$ cat src/rtl/multi_rate_counter.sv
// Multi-rate up/down counter driven by a prescaled tick with four selectable periods.
// Define MULTI_RATE_COUNTER_SATURATE_EN to clamp at the range limits instead of wrapping.
module multi_rate_counter #(
  parameter int unsigned WIDTH = 8,
  parameter int unsigned DIV_W = 32,
  parameter int unsigned DIV0  = 100000000,
  parameter int unsigned DIV1  = 25000000,
  parameter int unsigned DIV2  = 10000000,
  parameter int unsigned DIV3  = 1000000
) (
  input  logic             clk_100MHz,
  input  logic             rst_n,
  input  logic             en,
  input  logic [1:0]       mode,
  input  logic             up,
  input  logic [WIDTH-1:0] step,
  input  logic             load,
  input  logic [WIDTH-1:0] load_val,
  output logic [WIDTH-1:0] count,
  output logic             tick,
  output logic             wrap
);

  logic [DIV_W-1:0] presc_q;
  logic [DIV_W-1:0] presc_d;
  logic [DIV_W-1:0] div_last_c;
  logic [1:0]       mode_q;
  logic [WIDTH-1:0] count_d;
  logic             tick_d;
  logic             wrap_d;
  logic [WIDTH:0]   sum_c;
  logic [WIDTH-1:0] diff_c;
  logic             borrow_c;

  // Terminal prescaler value for the registered mode
  always_comb begin
    div_last_c = DIV_W'(DIV0 - 1);
    unique case (mode_q)
      2'd0: div_last_c = DIV_W'(DIV0 - 1);
      2'd1: div_last_c = DIV_W'(DIV1 - 1);
      2'd2: div_last_c = DIV_W'(DIV2 - 1);
      2'd3: div_last_c = DIV_W'(DIV3 - 1);
      default: div_last_c = DIV_W'(DIV0 - 1);
    endcase
  end

  assign sum_c    = {1'b0, count} + {1'b0, step};
  assign diff_c   = count - step;
  assign borrow_c = (step > count);

  // Next-state: load beats a mode change, which beats a tick
  always_comb begin
    presc_d = presc_q;
    count_d = count;
    tick_d  = 1'b0;
    wrap_d  = 1'b0;
    if (load) begin
      count_d = load_val;
      presc_d = '0;
    end else if (mode != mode_q) begin
      presc_d = '0;
    end else if (en) begin
      if (presc_q == div_last_c) begin
        presc_d = '0;
        tick_d  = 1'b1;
        if (up) begin
`ifdef MULTI_RATE_COUNTER_SATURATE_EN
          if (sum_c[WIDTH]) begin
            count_d = '1;
            wrap_d  = 1'b1;
          end else begin
            count_d = sum_c[WIDTH-1:0];
          end
`else
          count_d = sum_c[WIDTH-1:0];
          wrap_d  = sum_c[WIDTH];
`endif
        end else begin
`ifdef MULTI_RATE_COUNTER_SATURATE_EN
          if (borrow_c) begin
            count_d = '0;
            wrap_d  = 1'b1;
          end else begin
            count_d = diff_c;
          end
`else
          count_d = diff_c;
          wrap_d  = borrow_c;
`endif
        end
      end else begin
        presc_d = presc_q + DIV_W'(1);
      end
    end
  end

  always_ff @(posedge clk_100MHz or negedge rst_n) begin
    if (!rst_n) begin
      presc_q <= '0;
      mode_q  <= 2'd0;
      count   <= '0;
      tick    <= 1'b0;
      wrap    <= 1'b0;
    end else begin
      presc_q <= presc_d;
      mode_q  <= mode;
      count   <= count_d;
      tick    <= tick_d;
      wrap    <= wrap_d;
    end
  end

endmodule

$ cat config.mk
export PLATFORM = sky130hd
export DESIGN_NAME = multi_rate_counter
export DESIGN_NICKNAME = d
export VERILOG_FILES = /design/src/rtl/multi_rate_counter.sv
export SDC_FILE = /design/constraint.sdc
export NUM_CORES = 1
export LEC_CHECK = 0
export BUFFER_PORTS_ARGS = -buffer_cell sky130_fd_sc_hd__buf_2
export CORE_MARGIN = 2
export CORE_UTILIZATION = 55
export DETAILED_ROUTE_END_ITERATION = 10
export HOLD_SLACK_MARGIN = 0.12
export PLACE_DENSITY = 0.8
export SETUP_SLACK_MARGIN = 0.3
export SYNTH_ARGS = -nofsm -noshare
export SYNTH_HDL_FRONTEND = slang
export SYNTH_SLANG_ARGS = --single-unit
$ cat constraint.sdc
create_clock -name clk_100MHz -period 3.4 [get_ports clk_100MHz]
set_input_delay 0.34 -clock clk_100MHz [delete_from_list [all_inputs] [get_ports clk_100MHz]]
set_output_delay 0.34 -clock clk_100MHz [all_outputs]
set_load 0.1 [all_outputs]
* Yosys cells after proc, flatten, opt, wreduce, memory -nomap -nowiden
Index checks and enable logic that the tools add are counted.
Storage, ports and cells: bits in registers 44, bits in latches 0, memory bits (writable) 0, memory bits (read-only) 0, input bits 23, logic and storage cells 39, memories kept 0
Operators by class: add/subtract/negate cells 3, multipliers 0, divide/modulo/power cells 0, order comparisons 1, eq/ne operators 6, shift-type cells 0, mux-type cells 19, bitwise operators 0, reductions and logical operators 5
Operators by type and width (count):
- $mux 32 | 4
- $pmux 32 s4 | 1
- $mux 8 | 5
- $add 32x1->32 const B | 1
- $eq 32x32->1 | 1
- $add 8x8->9 | 1
- $mux 1 | 9
- $gt 8x8->1 | 1
- $sub 8x8->8 | 1
- $eq 2x2->1 const B | 2
- $reduce_bool 2->1 | 2
- $reduce_and 3->1 | 1
- $reduce_bool 3->1 | 1
- $eq 2x1->1 const B | 1
- $logic_not 2->1 | 1
- $ne 2x2->1 | 1
- $ne 2x2->1 const B | 1

* Logic depth before layout (Yosys ltp)
depth in word-level cells 7, depth in mapped cells 10, depth with buffers taken out 9

* Worst setup path after synthesis
Ideal clock, no wire load.
path type reg2reg, from register count[4], to register count[5], library setup time 120 ps, data arrival time 2836 ps, required time 3280 ps, slack 443 ps, cell stages (with the launch flop) 8, buffers on the path 1, clock period less this slack 2957 ps, cells stage by stage dfrtp_1 ha_1 clkdlybuf4s50_2 a2111oi_0 nor4b_1 nor2_1 xnor2_1 a31o_2
On the way: longest elaborated chain between the ends 6
Ends and longest elaborated chain:
- start, declared | line 19 | output logic [WIDTH-1:0] count,
- start signal, assigned | line 107 | count <= count_d;
- $sub 8x8->8 or $add 8x8->9 (tied branches) | line 48, 47
- $mux 8 * | line 66 | if (up) begin
- $mux 8 * | line 63 | if (presc_q == div_last_c) begin
- $mux 8 * | line 62 | end else if (en) begin
- $mux 8 * | line 60 | end else if (mode != mode_q) begin
- $mux 8 * | line 57 | if (load) begin
Every way passes the cells marked *; elsewhere a longest branch is shown, timed or not. The select of a mux whose other input is x is not followed. A chain may end at the register's enable or synchronous reset.

* Final worst setup path
from register mode_q[0], to register count[4]
On the way: longest elaborated chain between the ends 5
Ends and longest elaborated chain:
- start, declared | line 27 | logic [1:0] mode_q;
- start signal, assigned | line 106 | mode_q <= mode;
- $eq 2x2->1 (tied with other cells) | line 38 | unique case (mode_q)
- $pmux 32 s4 | line 38
- $eq 32x32->1 | line 63
- $reduce_bool 2->1 (no source line)
- $reduce_and 3->1 (no source line) *
Marks and branches as above.

==> flow_summary.json <==
{
  "cts.path.max_buffers": 2,
  "switching_share": 0.317,
  "setup_tns_ps": 0,
  "diodes": 0,
  "start_kind": "flop",
  "hold_ws_ps": 176,
  "yosysSeqAreaShare": 0.361,
  "ys.flop_type": "dfrtp_1",
  "clkSinkCount": 44,
  "p_leak_nw": 1.48,
  "tightest_slew_ps": 953,
  "r2r_setup_slack_ps": 540,
  "clock_power_share": 0.290,
  "async_flop_share": 1.00,
  "seq_area_mm2": 0.00110,
  "final_common_cell": "dfrtp_1",
  "drt-initial-drc-count": 158,
  "critPathKind": "flop to flop",
  "power_frac_comb": 0.237,
  "avgSynthCellArea_um2": 9.15,
  "switchingPower_mw": 0.366,
  "arrival_ps": 3030,
  "die_h_um": 78.4,
  "layout.nets": 411,
  "synth_compound_area_frac": 0.114,
  "synth-edff-count": 0,
  "dp.cells": 429,
  "yosys.cell_types.count": 59,
  "dieArea_mm2": 0.00615,
  "clk_latency_ps": 300,
  "grt_pass1_wl_mm": 11.3,
  "clkTransAtPathRegs_ps": 80,
  "cp-startpoint": "mode_q[0]$_DFF_PN0_",
  "layout.cells.non_filler": 437,
  "initial_utilization": 0.560,
  "place.port_buffers": 32,
  "antenna_found_initial": 0,
  "dpl.hpwl_mm": 4.88,
  "mostFrequentLayoutCells": "44 x dfrtp_1, 43 x nor2_1, 32 x buf_2",
  "setup_viol": 0,
  "grt_overflow": 0,
  "crit_path_end": "count[4]$_DFFE_PN0P_",
  "die_x_um": 78.4,
  "hold_buffers": 0,
  "synth.mux.area_fraction": 0.0246,
  "drive_above_1_share": 0.148,
  "required_ps": 3580,
  "syn_nets": 380,
  "gp_congestion": 0.858,
  "rows": 27,
  "ff2ff_path_depth": 8,
  "fin_util": 0.616,
  "rsz0062_at_grt": "false",
  "slew_headroom": 0.364,
  "ant_nets": 0,
  "cts_resized": 0,
  "layout-area-overhead-vs-synth_pct": 9.93,
  "synth_xor_xnor_area_share": 0.124,
  "syn_inst": 333,
  "p_total_mw": 1.16,
  "synthSimpleGateAreaFrac": 0.227,
  "htreeDepth": 2,
  "viasPerCell": 5.74,
  "finalHoldViolCount": 0,
  "synth_fa_ha_area_frac": 0.103,
  "finClkSkew_ps": 7.28,
  "root_buffer": "clkbuf_8",
  "multi_input_area_mm2": 0.00180,
  "final_max_slew_viol_count": 0,
  "status": "finished clean",
  "r2r_end": "count[4]$_DFFE_PN0P_",
  "hold_class": "primary input to flop",
  "r2r_start": "mode_q[0]$_DFF_PN0_",
  "avgRoutedWirePerCell_um": 14.8,
  "intPower_mw": 0.789,
  "num_io_pins": 33,
  "grt_pass1_vias": 2469,
  "syn-cell-area_mm2": 0.00305,
  "fillCellCount": 474,
  "sequentialPowerShare": 0.473,
  "grt_max_degree": 45,
  "coreArea_mm2": 0.00544,
  "postCtsSetupRepairBufs": 0,
  "period_needed_ps": 2860,
  "ys_seq_elements": 44,
  "grtUsageTotal": 0.227,
  "dr_total_vias": 2508,
  "synth_top_family_by_area": "simple AND/OR/NAND/NOR gates",
  "power.density_mw_per_mm2": 345,
  "drt_first_pass_iters": 5,
  "post-route-period-util": 0.840,
  "end_kind": "flop",
  "cts_tree": "yes",
  "ir_worst_vdd_mv": 0.274,
  "maxCapViolations": 0,
  "wl_mm": 6.46,
  "fmax_ghz": 0.350,
  "cts_buffers": 5,
  "ys_warn_count": 0,
  "cp_max_fo": 8,
  "drc": 0
}
Yosys cell counts, types with 4 or more instances:
master	count	area (um2)
and3_1	4	25.0
nand2_1	27	101
nor2_1	43	161
nand2b_1	5	31.3
mux2i_1	6	60.1
nand4_1	9	56.3
dfrtp_1	44	1100
a21oi_1	7	35.0
nor4_1	7	43.8
o21ai_0	9	45.0
inv_1	20	75.1
xor2_1	26	228
ha_1	22	275
xnor2_1	17	149
clkbuf_1	6	22.5
nand3_1	16	80.1
power groups by stage:
| stage | clock (mW) | sequential, mW | combinational (mW) |
|---|---|---|---|
| 2_1_floorplan | 0 | 0.617 | 0.146 |
| 3_3_place_gp | 0 | 0.556 | 0.267 |
| 3_5_place_dp | 0 | 0.557 | 0.272 |
| 4_1_cts | 0.346 | 0.546 | 0.275 |
| 5_1_grt | 0.367 | 0.548 | 0.302 |
| 6_report | 0.336 | 0.546 | 0.274 |
kinds of logic after synthesis:
family | count (synthesis)
and+or+nand+nor | 135
buffers and inverters | 32
muxes | 7
xor gates and xnor gates | 43
adders and majority gates | 24
AOI/OAI and AO/OA | 48
DFF | 44
stage by stage:
step           setup slack (ps)  cell area, um2
2_1_floorplan               443            3050
3_3_place_gp                718            3260
3_5_place_dp                588            3260
4_1_cts                     548            3350
5_1_grt                     405            3350
6_report                    544            3350
worst max-delay path, stage by stage, from the launching register on:
cell     delay [ps]
dfrtp_1         510
inv_1           110
ha_1            320
xor2_1          170
nor4_1          310
nand4_1         190
or4_1           640
and3_1          240
a221o_1         260
cell type report:
| type | count | area share |
|---|---|---|
| sequential | 44 | 0.329 |
| multi-input combinational | 257 | 0.538 |
| clock inverter | 1 | 0.00224 |
| tap | 72 | 0.0269 |
| timing repair buffer | 35 | 0.0545 |
| inverter | 21 | 0.0235 |
| clock buffer | 7 | 0.0258 |
how the worst min path moves through the flow:
stage | startpoint | to | slack (ps) | cells past startpoint
2_1_floorplan | rst_n | count[0]$_DFFE_PN0P_ | 40 | 0
3_3_place_gp | mode[1] | mode_q[1]$_DFF_PN0_ | 480 | 1
3_5_place_dp | mode[1] | mode_q[1]$_DFF_PN0_ | 470 | 1
4_1_cts | mode[1] | mode_q[1]$_DFF_PN0_ | 170 | 1
5_1_grt | mode[1] | mode_q[1]$_DFF_PN0_ | 170 | 1
6_report | mode[1] | mode_q[1]$_DFF_PN0_ | 180 | 1
layer usage:
metal	vias to the layer above	share of wire	wire [um]	track usage
met1	1207	0.46	2960	0.305
li1	1236	-	-	-
met4	0	0.017	109	0.0632
met3	13	0.040	256	0.0368
met2	52	0.48	3130	0.382
met5	-	0	0	0
flip-flops by register name, summed over array words and instances (netlist names):
name	flops
tick	1
presc_q	32
wrap	1
count	8
mode_q	2
Note: power is estimated with default switching activity, not from simulation.
